## src/rtl/dct_col_sched.sv

```systemverilog
// Column scheduler for the col_dct engine: ping-pong row buffer, transposed column
// issue, and a credit-protected FWFT result FIFO (the engine itself cannot stall).
module dct_col_sched #(
   parameter int DCT_LAT     = 5,
   parameter int OFIFO_DEPTH = 16
) (
   input  logic         i_clk,
   input  logic         i_rst,
   input  logic         i_valid,
   output logic         o_ready,
   input  logic [63:0]  i_row,
   output logic         o_dct_valid,
   output logic [63:0]  o_dct_data,
   input  logic         i_dct_valid,
   input  logic [87:0]  i_dct_data,
   output logic         o_valid,
   input  logic         i_out_ready,
   output logic [87:0]  o_data,
   output logic [2:0]   o_col,
   output logic         o_last,
   output logic         o_busy,
   output logic         o_ovf
);
   localparam int CW = $clog2(OFIFO_DEPTH) + 1;
   localparam int AW = $clog2(OFIFO_DEPTH);
   localparam logic [CW-1:0] DEPTH_CR = CW'(OFIFO_DEPTH);
   localparam logic [CW-1:0] BLK_CR   = CW'(8);
   localparam logic [0:0] S_IDLE  = 1'b0;
   localparam logic [0:0] S_ISSUE = 1'b1;

   generate
      if (OFIFO_DEPTH < 8 || (OFIFO_DEPTH & (OFIFO_DEPTH - 1)) != 0 || DCT_LAT < 1) begin : g_bad_param
         $error("dct_col_sched: OFIFO_DEPTH must be a power of 2 >= 8, DCT_LAT >= 1");
      end
   endgenerate

   logic [63:0]   r_mem [2][8];
   logic [1:0]    r_full;
   logic          r_wr_bank, r_rd_bank;
   logic [2:0]    r_wr_row, r_col;
   logic [0:0]    r_state;
   logic [CW-1:0] r_credits;
   logic          r_dct_valid;
   logic [63:0]   r_dct_data;

   logic [90:0]   r_fifo [OFIFO_DEPTH];
   logic [AW-1:0] r_wptr, r_rptr;
   logic [CW-1:0] r_cnt;
   logic [2:0]    r_rcol;
   logic          r_ovf;

   logic          w_accept, w_fill_done, w_start, w_chain, w_release, w_load, w_deduct;
   logic [1:0]    w_set, w_clr;
   logic [63:0]   w_col_data;
   logic          w_ffull, w_push, w_pop;
   logic [90:0]   w_head;

   assign o_ready     = !r_full[r_wr_bank];
   assign w_accept    = i_valid && o_ready;
   assign w_fill_done = w_accept && (r_wr_row == 3'd7);

   // r_col sits at 0 whenever the FSM is idle, so a start always reads column 0
   assign w_start   = (r_state == S_IDLE) && r_full[r_rd_bank] && (r_credits >= BLK_CR);
   assign w_release = (r_state == S_ISSUE) && (r_col == 3'd7);
   assign w_chain   = w_release && r_full[~r_rd_bank] && (r_credits >= BLK_CR);
   assign w_load    = w_start || (r_state == S_ISSUE);
   assign w_deduct  = w_start || w_chain;

   assign w_set = {w_fill_done && r_wr_bank, w_fill_done && !r_wr_bank};
   assign w_clr = {w_release && r_rd_bank, w_release && !r_rd_bank};

   // Transpose on read: row r of the column comes from pixel r_col of stored row r
   genvar g;
   generate
      for (g = 0; g < 8; g++) begin : g_col
         assign w_col_data[8*g +: 8] = r_mem[r_rd_bank][g][{r_col, 3'b000} +: 8];
      end
   endgenerate

   always_ff @(posedge i_clk) begin
      if (w_accept) r_mem[r_wr_bank][r_wr_row] <= i_row;
   end

   always_ff @(posedge i_clk) begin
      if (i_rst) begin
         r_full      <= 2'b00;
         r_wr_bank   <= 1'b0;
         r_rd_bank   <= 1'b0;
         r_wr_row    <= 3'd0;
         r_col       <= 3'd0;
         r_state     <= S_IDLE;
         r_credits   <= DEPTH_CR;
         r_dct_valid <= 1'b0;
         r_dct_data  <= 64'd0;
      end else begin
         if (w_accept)    r_wr_row  <= r_wr_row + 3'd1;
         if (w_fill_done) r_wr_bank <= ~r_wr_bank;
         r_full <= (r_full & ~w_clr) | w_set;
         r_dct_valid <= w_load;
         if (w_load) begin
            r_dct_data <= w_col_data;
            r_col      <= r_col + 3'd1;
         end
         if (w_release) r_rd_bank <= ~r_rd_bank;
         if (w_start) r_state <= S_ISSUE;
         else if (w_release && !w_chain) r_state <= S_IDLE;
         r_credits <= r_credits - (w_deduct ? BLK_CR : '0) + CW'(w_pop);
      end
   end

   assign o_dct_valid = r_dct_valid;
   assign o_dct_data  = r_dct_data;

   // Result FIFO; a full FIFO drops the result and flags overflow
   assign w_ffull = (r_cnt == DEPTH_CR);
   assign w_push  = i_dct_valid && !w_ffull;
   assign o_valid = (r_cnt != '0);
   assign w_pop   = o_valid && i_out_ready;

   always_ff @(posedge i_clk) begin
      if (w_push) r_fifo[r_wptr] <= {r_rcol, i_dct_data};
   end

   always_ff @(posedge i_clk) begin
      if (i_rst) begin
         r_wptr <= '0;
         r_rptr <= '0;
         r_cnt  <= '0;
         r_rcol <= 3'd0;
         r_ovf  <= 1'b0;
      end else begin
         if (w_push) r_wptr <= r_wptr + AW'(1);
         if (w_pop)  r_rptr <= r_rptr + AW'(1);
         r_cnt <= r_cnt + CW'(w_push) - CW'(w_pop);
         if (i_dct_valid) r_rcol <= r_rcol + 3'd1;
         if (i_dct_valid && w_ffull) r_ovf <= 1'b1;
      end
   end

   assign w_head = r_fifo[r_rptr];
   assign o_data = o_valid ? w_head[87:0] : 88'd0;
   assign o_col  = o_valid ? w_head[90:88] : 3'd0;
   assign o_last = o_valid && (w_head[90:88] == 3'd7);
   assign o_ovf  = r_ovf;
   assign o_busy = (|r_full) || (r_state == S_ISSUE) || r_dct_valid ||
                   (r_credits != DEPTH_CR) || o_valid;
endmodule

```

## config.mk

```make
export PLATFORM = sky130hd
export DESIGN_NAME = dct_col_sched
export DESIGN_NICKNAME = d
export VERILOG_FILES = /design/src/rtl/dct_col_sched.sv
export SDC_FILE = /design/constraint.sdc
export NUM_CORES = 2
export LEC_CHECK = 0
export BUFFER_PORTS_ARGS = -buffer_cell sky130_fd_sc_hd__buf_2
export CAP_MARGIN = 20
export CELL_PAD_IN_SITES_DETAIL_PLACEMENT = 0
export CELL_PAD_IN_SITES_GLOBAL_PLACEMENT = 2
export CORE_ASPECT_RATIO = 1.4
export CORE_MARGIN = 10
export CORE_UTILIZATION = 50
export DETAILED_ROUTE_END_ITERATION = 7
export GPL_TIMING_DRIVEN = 0
export HOLD_SLACK_MARGIN = 0.02
export PLACE_DENSITY = 0.77
export SETUP_SLACK_MARGIN = 0.1
export SYNTH_ARGS = -nofsm -noshare
export SYNTH_HDL_FRONTEND = slang
export SYNTH_SLANG_ARGS = --single-unit
```

## constraint.sdc

```tcl
create_clock -name i_clk -period 10.2 [get_ports i_clk]
set_input_delay 1.53 -clock i_clk [delete_from_list [all_inputs] [get_ports i_clk]]
set_output_delay 1.53 -clock i_clk [all_outputs]
set_load 0.02 [all_outputs]
```

# Yosys cells after proc, flatten, opt, wreduce, memory -nomap -nowiden
# Memories as Yosys holds them, arrays and structs flattened. A register that Yosys moved wholly into a read port is not among the register bits.
# Index checks and enable logic that the tools add are counted.
# W data, S select, Z words.
[word_totals]
wordCells = 103
output_inout_bits = 161
reg_bits = 98
in_bits = 157
ramBits = 2480
n_memories = 2
[op_classes]
add_sub_neg = 9
magnitude_cmp = 6
eq_ne = 5
n_reduce_logical = 31
n_mux = 21
shifts = 8
bitwise_logic = 7
[memory_table]
columns = ["name", "words", "width", "read_ports", "rd_ports_with_merged_regs", "write_ports", "line", "text"]
rows = [
  ["r_fifo", 16, 91, 1, 1, 1, "46", "logic [90:0] r_fifo [OFIFO_DEPTH];"],
  ["r_mem", 2, 512, 1, 1, 1, "37", "logic [63:0] r_mem [2][8];"],
]
[ops]
columns = ["operator", "n"]
rows = [
  ["$mux W512", 1],
  ["$shiftx A64 B7 Y8", 8],
  ["$demux W64 S3", 1],
  ["$mux W88", 1],
  ["$mux W64", 1],
  ["$logic_and A1 B1 Y1", 17],
  ["$mux W1", 13],
  ["$mux W4", 3],
  ["$add A5 B1 Y5", 2],
  ["$add A3 B1 Y3 const B", 3],
  ["$eq A3 B3 Y1 const B", 3],
  ["$add A4 B1 Y4 const B", 2],
  ["$logic_or A1 B1 Y1", 6],
  ["$lt A1 B2 Y1 const B", 3],
  ["$eq A5 B5 Y1 const B", 1],
  ["$ge A5 B4 Y1 const B", 1],
  ["$logic_not A1 Y1", 5],
  ["$ne A5 B5 Y1 const B", 1],
  ["$reduce_bool A5 Y1", 1],
  ["$sub A5 B1 Y5", 1],
  ["$sub A5 B4 Y5", 1],
  ["$ge A4 B4 Y1 const B", 1],
  ["$lt A4 B1 Y1 const B", 1],
  ["$not A3 Y4", 1],
  ["7 further kinds", 9],
]

# Depth between registers and ports, before layout
[logic_depth]
depth_word = 9
ltp_mapped = 14
ltp_nobuf = 14

# Worst setup path after synthesis
# No wires, ideal clock.
[synth_path]
kind = "input -> register"
startpoint = "in i_dct_valid"
endpoint = "mem r_fifo[0][0] (enable)"
setup_time_ns = 0.652
t_required_ns = 9.548
stages = 5
t_arrival_ns = 8.442
n_path_buf = 2
slack_ns = 1.106
cell_sequence = "clkbuf_1 and2_1 buf_1 nand2_1 nor3_1"
[synth_between]
elab_chain_len = 3
[synth_lines]
columns = ["element", "line", "text"]
rows = [
  ["start: declaration", "14", "input logic i_dct_valid,"],
  ["$logic_and A1 B1 Y1", "116", "assign w_push = i_dct_valid && !w_ffull;"],
  ["$mux W1", "121", "if (w_push) r_fifo[r_wptr] <= {r_rcol, i_dct_data};"],
  ["$mux W1 (implied by the code)", "121", ""],
  ["end: declaration", "46", ""],
]
# Every way passes these cells.

==> flow_summary.toml <==
[yosys]
ys_top_cells_by_area = "edfxtp_1, mux4_2, dfxtp_1"
synth_top_family_by_area = "multiplexers"
synthSimpleGateAreaFrac_pct = 1.46
synth-compound-area-share_pct = 1.73
synth_mux_area_share_pct = 16.5
yosysSeqAreaShare_pct = 78.7
synth-xor-area-share_pct = 0.153
synth_top_cell_by_area = "edfxtp_1"
syn_nets = 4269
synth_edf_count = 2480
async_reset_ff_share_pct = 0
yosys_most_used_dff = "edfxtp_1"
postSynthAreaPerCell_sq_um = 23.8
ys_ff_latch = 2583
yosys_warnings = 0
syn-instance-count = 4088
synthAdderAreaFrac_pct = 0.316
synth_top_area_share_pct = 76.5
syn_area_sq_um = 97300
synth_cell_type_count = 43

[sta]
hold_slack_ns = 0.476
clock_skew_ns = 0.0494
slew_violations = 0
setup_viol = 0
fmaxAchievable_mhz = 166
fin_crit_ns = 6.04
hold_violations = 0
worst_pin_slew_ns = 1.17
fin_crit_sh_pct = 59.2
grt_setup_unrepaired = "no"
max_slew_margin_pct = 22.1
tns_ns = 0

[clocking]
cts-htree-levels = 4
cts_buffers = 239
cts_sinks = 2583
root_buffer = "clkbuf_16"
clkSlewWorstSetupHoldPaths_ns = 0.06
cts_hold_buf = 0
ctsResizeCount = 0
post-cts-setup-buffer-count = 0
cts_tree = "built"
cts.path.max_buffers = 4
clk-insertion-delay-late_ns = 0.86

[setup_path]
cp-start-kind = "flip-flop"
cpMostUsedCell = "clkbuf_1"
path_max_fanout = 10
endpoint_kind = "primary output"
worstSetupPathType = "reg2out"
timing.reg2reg.setup_slack_ns = 6.67
crit_path_max_incr_delay_ns = 0.89
slowest_stage = "clkbuf_1"
worstPathRequired_ns = 8.67
cp.arrival_ns = 4.51
crit_chain = "clkbuf_1 > clkbuf_1 > clkbuf_1 > mux4_2 > mux4_2 > and2_1 > buf_2"

[power_and_ir_drop]
irDropWorstVdd_uv = 165
p_per_area_nw_per_um2 = 218
leakagePower_nw = 35.4

[floorplan]
die_h_um = 542
rows = 191
initial_core_util_pct = 50.3
fp.dieW_um = 393
core_region_area_sq_um = 194000
io_pins = 318
dieArea_sq_um = 213000

[global_routing]
track_usage_pct = 22.9
overflow = 0
grt_first_pass_wirelength_um = 349000
grt_pass1_vias = 47700
grt_max_degree = 35
antenna_found_initial = 44

[layout]
fin_area_sq_um = 113000
fin_nets = 4988
fin_util_pct = 58.2
drive_gt1_share_pct = 32.9
fillCellCount = 13900
syn2layout_area_growth_pct = 15.8

[placed_design]
gp_congestion = 0.786
port_buffers = 315
hpwl_um = 164000
placed_area_sq_um = 105000

[detailed_routing]
drtPass1Iterations = 5
vias_per_cell = 6.13
drt_iter0_drc = 4765
wl_per_cell_um = 32.5
ant_nets = 0
vias = 46200
drc_errors = 0
routed_wl_um = 245000

[flow_run]
max-cap-violations = 0

[worst_hold_path]
min_path_type = "reg2reg"

[outcome]
outcome = "complete, no violations"
-- synthesized netlist by cell type (all sizes together), types with 2 or more instances --
| cell type | count |
|---|---|
| dfxtp | 103 |
| nand2 | 80 |
| ha | 23 |
| o21bai | 2 |
| edfxtp | 2480 |
| nor2 | 60 |
| a22oi | 130 |
| mux2i | 14 |
| nand2b | 6 |
| a21o | 2 |
| a22o | 64 |
| clkbuf | 105 |
| a21oi | 14 |
| buf | 119 |
| xnor2 | 6 |
| xor2 | 11 |
| and3 | 2 |
| nor3 | 9 |
| nand4 | 3 |
| inv | 16 |
| and2 | 90 |
| nand4b | 3 |
| nand3 | 13 |
| mux4 | 706 |
| o21ai | 2 |
| or3 | 2 |
| nor2b | 10 |
-- cells in the final DEF, fill, tap and decap left out, types with 62 or more instances in the layout --
master	count
buf_2	362
dfxtp_1	103
clkbuf_1	149
a22o_1	64
clkbuf_16	244
buf_12	62
mux4_2	706
a22oi_1	130
buf_6	77
edfxtp_1	2480
nand2_1	80
and2_1	90
-- cell type report --
type	instances	area [sq um]	area share, %
clock inverters	131	1160	1.03
multi-input cells	1265	19800	17.6
plain buffers	224	1080	0.963
inverters	16	60.1	0.0533
repair buffers	478	4260	3.78
clock buffers	305	6490	5.77
diodes	21	52.6	0.0467
well taps	2509	3140	2.79
flip-flops and latches	2583	76500	68.0
-- final timing paths --
path	from	to	cells after the start
worst max-delay path	flip-flop	o_data[41]	7
worst min-delay path	o_dct_data[11]	o_dct_data[11]	1
worst max register to register	r_col[0]	o_dct_data[51]	7
worst min register to register	o_dct_data[11]	o_dct_data[11]	1
-- cells by family (layout without fill, tap and decap cells) --
logic type | count (synthesis) | count (layout)
buffers and inverters | 240 | 1154
AO/OA/AOI/OAI | 219 | 219
adder cells (fa/ha/maj) | 24 | 24
other | 0 | 21
flip-flops | 2583 | 2583
AND/OR/NAND/NOR | 284 | 284
multiplexers | 721 | 721
XOR/XNOR | 17 | 17
-- registers in the layout, summed over array words and instances, names as in the netlist, named ones only --
| register | cells |
|---|---|
| r_fifo | 1456 |
| r_mem | 1024 |
| o_dct_data | 64 |
| r_cnt | 5 |
| r_credits | 5 |
| r_rptr | 4 |
| r_wptr | 4 |
| r_col | 3 |
| r_rcol | 3 |
| r_wr_row | 3 |
| r_full | 2 |
| o_dct_valid | 1 |
| o_ovf | 1 |
| r_rd_bank | 1 |
| r_state | 1 |
| r_wr_bank | 1 |
-- power by group --
group	internal, W	leakage [nW]	switching, W
combinational	0.00167	8.39	0.00214
clock	0.00494	3.75	0.00385
sequential	0.0119	23.2	0.0000714
total	0.0185	35.4	0.00606
-- through the flow --
| step | cells | total power, W | worst slack, ns |
|---|---|---|---|
| after global routing | 7513 | 0.0254 | 4.08 |
| final | 7532 | 0.0246 | 4.16 |
| after CTS | 7510 | 0.0248 | 4.13 |
| after floorplan | 4088 | 0.0147 | 1.11 |
| after detailed placement | 7074 | 0.0161 | 5.07 |
| after global placement | 6912 | 0.0161 | -8.06 |
-- worst max-delay path, delay by kind of cell, from the launching register on --
kind / cells / cell delay, ns
buffers and inverters: 4 / 2.09
DFF: 1 / 0.37
muxes: 2 / 0.89
and+or+nand+nor: 1 / 0.28
-- per-layer routing --
layer / vias up / global-route usage [%] / part of all wire, %
met1: 24900 / 29.4 / 37
met2: 1874 / 39.3 / 52
met5: - / 0 / 0.12
met4: 50 / 7.06 / 3.3
met3: 441 / 4.72 / 7.7
li1: 18900 / - / -
Note: power is estimated with default switching activity, not from simulation.
